**src/rtl/pipeline_stage_reg.sv**
```systemverilog
// Pipeline stage register with valid/ready handshake, a 2-entry skid buffer,
// flush-to-bubble squashing, tag sideband and saturating stall/bubble counters.
// Main entry M drives the outputs. Skid entry S catches the one beat accepted
// while M is stalled. Invalid entries always hold zero contents, so the outputs
// read as a NOP bubble whenever out_valid is low.
module pipeline_stage_reg #(
    parameter int unsigned DATA_W = 32,
    parameter int unsigned NUM_CH = 4,
    parameter int unsigned TAG_W  = 8,
    parameter int unsigned CNT_W  = 16
) (
    input  logic                     clock,
    input  logic                     reset,
    input  logic                     in_valid,
    output logic                     in_ready,
    input  logic [NUM_CH*DATA_W-1:0] in_data,
    input  logic [TAG_W-1:0]         in_tag,
    input  logic                     flush,
    output logic                     out_valid,
    input  logic                     out_ready,
    output logic [NUM_CH*DATA_W-1:0] out_data,
    output logic [TAG_W-1:0]         out_tag,
    output logic [CNT_W-1:0]         stall_count,
    output logic [CNT_W-1:0]         bubble_count
);

    localparam int unsigned BUS_W = NUM_CH * DATA_W;

    // Main entry (drives outputs)
    logic             mValid;
    logic [BUS_W-1:0] mData;
    logic [TAG_W-1:0] mTag;

    // Skid entry (overflow while M is stalled)
    logic             sValid;
    logic [BUS_W-1:0] sData;
    logic [TAG_W-1:0] sTag;

    // Next-state values
    logic             mValidNxt;
    logic [BUS_W-1:0] mDataNxt;
    logic [TAG_W-1:0] mTagNxt;
    logic             sValidNxt;
    logic [BUS_W-1:0] sDataNxt;
    logic [TAG_W-1:0] sTagNxt;

    logic accept;
    logic deliver;
    logic stallCond;
    logic bubbleCond;

    logic [CNT_W-1:0] stallCnt;
    logic [CNT_W-1:0] bubbleCnt;

    // in_ready depends only on the skid flop, never on out_ready
    assign in_ready  = ~sValid;
    assign accept    = in_valid & ~sValid;
    assign deliver   = mValid & out_ready;

    assign out_valid = mValid;
    assign out_data  = mData;
    assign out_tag   = mTag;

    assign stallCond  = mValid & ~out_ready;
    assign bubbleCond = ~mValid & out_ready;

    assign stall_count  = stallCnt;
    assign bubble_count = bubbleCnt;

    // Entry next-state: flush first, then deliver, then accept
    always_comb begin
        mValidNxt = mValid;
        mDataNxt  = mData;
        mTagNxt   = mTag;
        sValidNxt = sValid;
        sDataNxt  = sData;
        sTagNxt   = sTag;

        if (flush) begin
            mValidNxt = 1'b0;
            mDataNxt  = '0;
            mTagNxt   = '0;
            sValidNxt = 1'b0;
            sDataNxt  = '0;
            sTagNxt   = '0;
        end else if (deliver) begin
            if (sValid) begin
                // Skid drains into main; accept cannot coincide (in_ready=0)
                mValidNxt = 1'b1;
                mDataNxt  = sData;
                mTagNxt   = sTag;
                sValidNxt = 1'b0;
                sDataNxt  = '0;
                sTagNxt   = '0;
            end else if (accept) begin
                mValidNxt = 1'b1;
                mDataNxt  = in_data;
                mTagNxt   = in_tag;
            end else begin
                mValidNxt = 1'b0;
                mDataNxt  = '0;
                mTagNxt   = '0;
            end
        end else if (accept) begin
            if (mValid) begin
                sValidNxt = 1'b1;
                sDataNxt  = in_data;
                sTagNxt   = in_tag;
            end else begin
                mValidNxt = 1'b1;
                mDataNxt  = in_data;
                mTagNxt   = in_tag;
            end
        end
    end

    // Entry registers
    always_ff @(posedge clock or posedge reset) begin
        if (reset) begin
            mValid <= 1'b0;
            mData  <= '0;
            mTag   <= '0;
            sValid <= 1'b0;
            sData  <= '0;
            sTag   <= '0;
        end else begin
            mValid <= mValidNxt;
            mData  <= mDataNxt;
            mTag   <= mTagNxt;
            sValid <= sValidNxt;
            sData  <= sDataNxt;
            sTag   <= sTagNxt;
        end
    end

    // Saturating stall counter
    always_ff @(posedge clock or posedge reset) begin
        if (reset) begin
            stallCnt <= '0;
        end else if (stallCond && (stallCnt != '1)) begin
            stallCnt <= stallCnt + CNT_W'(1);
        end
    end

    // Saturating bubble counter
    always_ff @(posedge clock or posedge reset) begin
        if (reset) begin
            bubbleCnt <= '0;
        end else if (bubbleCond && (bubbleCnt != '1)) begin
            bubbleCnt <= bubbleCnt + CNT_W'(1);
        end
    end

endmodule
```
**config.mk**
```make
export PLATFORM = sky130hd
export DESIGN_NAME = pipeline_stage_reg
export DESIGN_NICKNAME = d
export VERILOG_FILES = /design/src/rtl/pipeline_stage_reg.sv
export SDC_FILE = /design/constraint.sdc
export NUM_CORES = 1
export LEC_CHECK = 0
export CORE_UTILIZATION = 45
export DETAILED_ROUTE_END_ITERATION = 10
export GPL_ROUTABILITY_DRIVEN = 1
export MAX_ROUTING_LAYER = met4
export PLACE_DENSITY = 0.78
export SLEW_MARGIN = 20
export SYNTH_ARGS = -nofsm -noshare
export SYNTH_HDL_FRONTEND = slang
export SYNTH_SLANG_ARGS = --single-unit
```
**constraint.sdc**
```tcl
create_clock -name clock -period 21.8 [get_ports clock]
set_input_delay 4.36 -clock clock [delete_from_list [all_inputs] [get_ports clock]]
set_output_delay 4.36 -clock clock [all_outputs]
set_load 0.02 [all_outputs]
```
# Word-level counts from Yosys, hierarchy flattened
# Index checks and enable logic that the tools add are counted.
dict set report totals {
  regBits 306
  inputBits 141
  output_inout_bits 170
  wordCells 59
}
dict set report op_classes {
  n_addsub 2
  eq_ne 4
  n_mux 31
  bitwise 7
  n_reduce_logical 7
}
# op n
set op_table {}
lappend op_table {{$mux 128} 11}
lappend op_table {{$mux 8} 11}
lappend op_table {{$add 16x1->16 const B} 2}
lappend op_table {{$ne 16x16->1 const B} 2}
lappend op_table {{$mux 1} 9}
lappend op_table {{$reduce_bool 3->1} 2}
lappend op_table {{$and 1x1->1} 4}
lappend op_table {{$reduce_and 2->1} 2}
lappend op_table {{$ne 3x2->1 const B} 1}
lappend op_table {{$ne 3x3->1 const B} 1}
lappend op_table {{$not 1->1} 3}
lappend op_table {{$reduce_and 3->1} 1}
lappend op_table {{$logic_and 1x1->1} 2}

# Logic depth before layout (Yosys ltp)
dict set report logic_depth {
  word_depth 6
  ltp_mapped 8
  mapped_depth_nobuf 5
}

# Worst setup path after synthesis
# No wires, ideal clock.
dict set report synth_path {
  path_kind {input -> register}
  startpoint {in out_ready}
  endpoint {reg stallCnt[15], in the netlist stall_count[15]}
  setup_ps 128
  t_arrival_ps 5516
  required_ps 21672
  slack_ps 16156
  stages 6
  path_buffers 2
  path_cell_list {buf_2 nand2b_4 buf_6 nor4_4 nand4_1 mux2_1}
}
dict set report synth_between {
  elab_chain_cells 3
}
# item line_no
set synth_lines {}
lappend synth_lines {{from (decl)} 20} ;# input logic out_ready,
lappend synth_lines {{$not 1->1} 64} ;# assign stallCond = mValid & ~out_ready;
lappend synth_lines {{$and 1x1->1} 64}
lappend synth_lines {{$logic_and 1x1->1} 140} ;# end else if (stallCond && (stallCnt != '1)) begin
lappend synth_lines {{to (signal assigned)} 141} ;# stallCnt <= stallCnt + CNT_W'(1);
lappend synth_lines {{to (decl)} 52} ;# logic [CNT_W-1:0] stallCnt;
# No other way between the ends.
# A chain may end at the register's enable or synchronous reset.

# Worst setup path after layout
dict set report layout_path {
  startpoint {in out_ready}
  endpoint {reg mData[109], in the netlist out_data[109]}
}
dict set report layout_between {
  elab_chain_cells 3
  word_cells_on_any_way 6
  classes_between {eq/ne: 1; mux: 2; bitwise: 1; reduce/logical: 2}
}
# item line_no
set layout_lines {}
lappend layout_lines {{$and 1x1->1 *} 58} ;# assign deliver = mValid & out_ready;
lappend layout_lines {{$ne 3x2->1 (no source line) (tied with other cells)} -}
lappend layout_lines {{$reduce_and 2->1 (no source line) or $mux 128 (tied branches)} -}
lappend layout_lines {{to (signal assigned)} 128} ;# mData <= mDataNxt;
lappend layout_lines {{to (decl)} 31} ;# logic [BUS_W-1:0] mData;
# Mark *: on every way between the ends. The rest lies on a longest branch, timed or not.

==> results_dict.tcl <==
set metrics [dict create \
    first_pass_iters 5 \
    detail-route-antenna-nets 0 \
    synth.net_count 1215 \
    yosysWarningCount 0 \
    die_width_um 168.4 \
    ctsHtreeMaxLevel 2 \
    die_area_um2 28340 \
    vias_per_cell 5.944 \
    grt_util_all_layers 0.2532 \
    fin_worst_setup_slack_ns 14.48 \
    numPlacedInstances 1639 \
    drv.max_cap_violation_count 0 \
    min-delay-path-class "flop to flop" \
    cts_resized 0 \
    end_kind "flop" \
    path_clk_slew_ns 0.06 \
    num-nets-final 1477 \
    outcome "finished clean" \
    ir_drop_uv 48.79 \
    max_slew_margin 0.3932 \
    dpl_ws_ns 13.89 \
    core_region_area_um2 27030 \
    total_wire_length_after_detailed_routing_mm 34.98 \
    setup_violations 0 \
    detail_route.wl_per_cell_um 20.57 \
    syn_area_um2 12450 \
    timing_worst_setup_path_type "input port to flop" \
    post_synth_inst_count 1072 \
    period_share 0.3357 \
    fin_hold_ws_ns 0.4752 \
    clock-skew-final_ns 0.01265 \
    max_stage_delay_ns 0.70 \
    grt_antenna_before_repair 2 \
    rsz0062_at_grt "no" \
    clock_insertion_delay_worst_skew_ns 0.50 \
    global_route.overflow_total 0 \
    start_util 0.4608 \
    cts_tree "done" \
    worst_ep_required_time_ns 22.13 \
    routed-via-count 10110 \
    post-route-min-period_ns 7.319 \
    num_io_pins 311 \
    grt_pass1_wl_mm 55.66 \
    gp_routability_congestion 0.8314 \
    tns_ns 0 \
    crit_path_start_kind "input port" \
    yosysSeqAreaShare 0.6149 \
    hold_viol 0 \
    area_delta_synth_final_pct 34.48 \
    final_max_slew_viol_count 0 \
    postSynthAreaPerCell_um2 11.62 \
    total_power_mw 1.454 \
    crit_path_max_fanout 75 \
    finish.cell_count_without_fillers 1701 \
    worst_tran_pin_value_ns 0.9102 \
    timing.critical_path.cells "clkdlybuf4s50_1 > a21oi_1 > o21a_4 > or2_4 > buf_4 > o21ai_0" \
    postCtsSetupRepairBufs 0 \
    count_of_unique_library_cells_instantiated_by_yosys 49 \
    synthesis_stage_register_bit_count 306 \
    detailedRoute.firstIterationViolations 1042 \
    io_buffer_count 310 \
    pin_count_of_the_biggest_net_entering_global_routing 157 \
    drc 0 \
    powerDensity_nw_per_um2 86.79 \
    cts_buffers 34 \
    deepest_clock_path_buffer_count 3 \
    die_y_um 168.4 \
    critical_path_arrival_ns 7.65 \
    dp_hpwl_mm 20.93 \
    hold_buffers 0 \
    critical-path-slowest-cell "sky130_fd_sc_hd__o21a_4" \
    post_route_cells_drive_above_1_share 0.06112 \
    cts-root-buf "sky130_fd_sc_hd__clkbuf_16" \
    clock_sinks 306 \
    first_global_vias 10090 \
    clock.fmax_mhz 136.6 \
    rows 60 \
    cellLeakagePower_nw 7.519 \
]
metal layers:
layer  up-vias  routed length (µm)  GRT usage
li1       4508                   -          -
met1      5111               14650     0.3323
met2       419               16140     0.3760
met3        72                3065    0.07311
met4         0                1126    0.08775
met5         -                   0          -
through the flow:
step | instance area, µm² | utilization
2_1_floorplan | 12450 | -
3_3_place_gp | 15660 | 0.5794
3_5_place_dp | 15660 | 0.5794
4_1_cts | 16740 | 0.6193
5_1_grt | 16750 | 0.6197
6_report | 16750 | 0.6197
final cells by class:
| type | instances | area [µm²] |
|---|---|---|
| multi-input combinational | 668 | 4367 |
| clock inverter | 12 | 122.6 |
| antenna | 2 | 5.005 |
| inverter | 5 | 31.28 |
| sequential | 306 | 7657 |
| clock buffer | 48 | 954.7 |
| fill | 2153 | 10280 |
| tap | 341 | 426.7 |
| timing repair buffer | 319 | 3183 |
worst max-delay path, delay by kind of cell:
kind / cells / cell delay [ns]
buffers and inverters: 2 / 1.32
AOI/OAI and AO/OA: 3 / 1.26
and+or+nand+nor: 1 / 0.67
worst paths after layout:
kind | start | end | slack (ns) | depth (start not counted)
setup / recovery | out_ready | out_data[109] | 14.48 | 6
hold / removal | out_tag[7] | out_tag[7] | 0.48 | 2
setup reg to reg | out_valid | out_data[109] | 18.39 | 5
hold reg to reg | out_tag[7] | out_tag[7] | 0.48 | 2
max in group asynchronous | reset | out_data[107] | 16.03 | 3
min in group asynchronous | reset | out_data[126] | 4.40 | 2
power by group:
group	total, mW	internal, mW	switching [mW]
Clock	0.557	0.330	0.227
Combinational	0.248	0.113	0.136
Sequential	0.648	0.610	0.0384
Total	1.45	1.05	0.401
sequential cells by signal, indices dropped and copies added, names as in the netlist:
register and count:
out_data 128, stall_count 16, out_tag 8, bubble_count 16, sValid 1, sData 128
sTag 8, out_valid 1
synth_stat cells (all sizes together):
| master | n | share of area |
|---|---|---|
| a31oi | 3 | 0.0015 |
| o2111ai | 1 | 0.00070 |
| nor4 | 8 | 0.0081 |
| nand3 | 13 | 0.0056 |
| nor4b | 1 | 0.00070 |
| and4b | 1 | 0.00080 |
| and3 | 4 | 0.0020 |
| or2 | 3 | 0.0015 |
| nand4 | 7 | 0.0045 |
| xor2 | 15 | 0.011 |
| o21a | 1 | 0.00060 |
| a2111oi | 2 | 0.0024 |
| o21ba | 1 | 0.00080 |
| o21ai | 139 | 0.056 |
| o211ai | 1 | 0.00060 |
| nand2b | 3 | 0.0027 |
| and4 | 2 | 0.0014 |
| buf | 46 | 0.022 |
| nor3b | 1 | 0.00060 |
| nor3 | 6 | 0.0028 |
| dfrtp | 306 | 0.61 |
| a22o | 136 | 0.096 |
| nor2 | 9 | 0.0031 |
| a21oi | 9 | 0.0039 |
| xnor2 | 7 | 0.0049 |
| clkbuf | 47 | 0.014 |
| inv | 5 | 0.0015 |
| a211oi | 1 | 0.00060 |
| nor2b | 3 | 0.0015 |
| nand2 | 147 | 0.044 |
| a22oi | 136 | 0.082 |
| ha | 2 | 0.0020 |
| nand4bb | 1 | 0.00090 |
| mux2 | 5 | 0.0045 |
cell families after synthesis:
logic type / count (synthesis) / synth area share
AO/OA/AOI/OAI: 430 / 0.2447
multiplexers: 5 / 0.004521
adder cells (fa/ha/maj): 2 / 0.002009
AND/OR/NAND/NOR: 209 / 0.08068
XOR/XNOR: 22 / 0.01547
flip-flops: 306 / 0.6149
buffers and inverters: 98 / 0.03778
cell usage in the layout, fill, tap and decap left out, types with 3 or more instances in the layout:
master / Yosys / final
sky130_fd_sc_hd__clkdlybuf4s50_1: 0 / 310
sky130_fd_sc_hd__dfrtp_1: 306 / 306
sky130_fd_sc_hd__nand2_1: 147 / 147
sky130_fd_sc_hd__a22o_1: 136 / 136
sky130_fd_sc_hd__a22oi_1: 136 / 136
sky130_fd_sc_hd__o21ai_0: 127 / 127
sky130_fd_sc_hd__clkbuf_16: 0 / 35
sky130_fd_sc_hd__xor2_1: 15 / 15
sky130_fd_sc_hd__o21ai_1: 12 / 12
sky130_fd_sc_hd__nand3_1: 12 / 11
sky130_fd_sc_hd__clkbuf_1: 47 / 10
sky130_fd_sc_hd__a21oi_1: 8 / 8
sky130_fd_sc_hd__buf_4: 7 / 8
sky130_fd_sc_hd__nor2_1: 7 / 7
sky130_fd_sc_hd__xnor2_1: 7 / 7
sky130_fd_sc_hd__clkinv_2: 0 / 6
sky130_fd_sc_hd__nand4_1: 5 / 5
sky130_fd_sc_hd__nor3_1: 5 / 5
sky130_fd_sc_hd__inv_1: 5 / 4
sky130_fd_sc_hd__nor4_1: 4 / 4
sky130_fd_sc_hd__nor4_4: 3 / 3
sky130_fd_sc_hd__mux2_1: 3 / 3
sky130_fd_sc_hd__nor2b_1: 3 / 3
sky130_fd_sc_hd__a31oi_1: 3 / 3
sky130_fd_sc_hd__and3_1: 4 / 3
sky130_fd_sc_hd__clkbuf_8: 0 / 3
(Power assumes the default switching activity.)
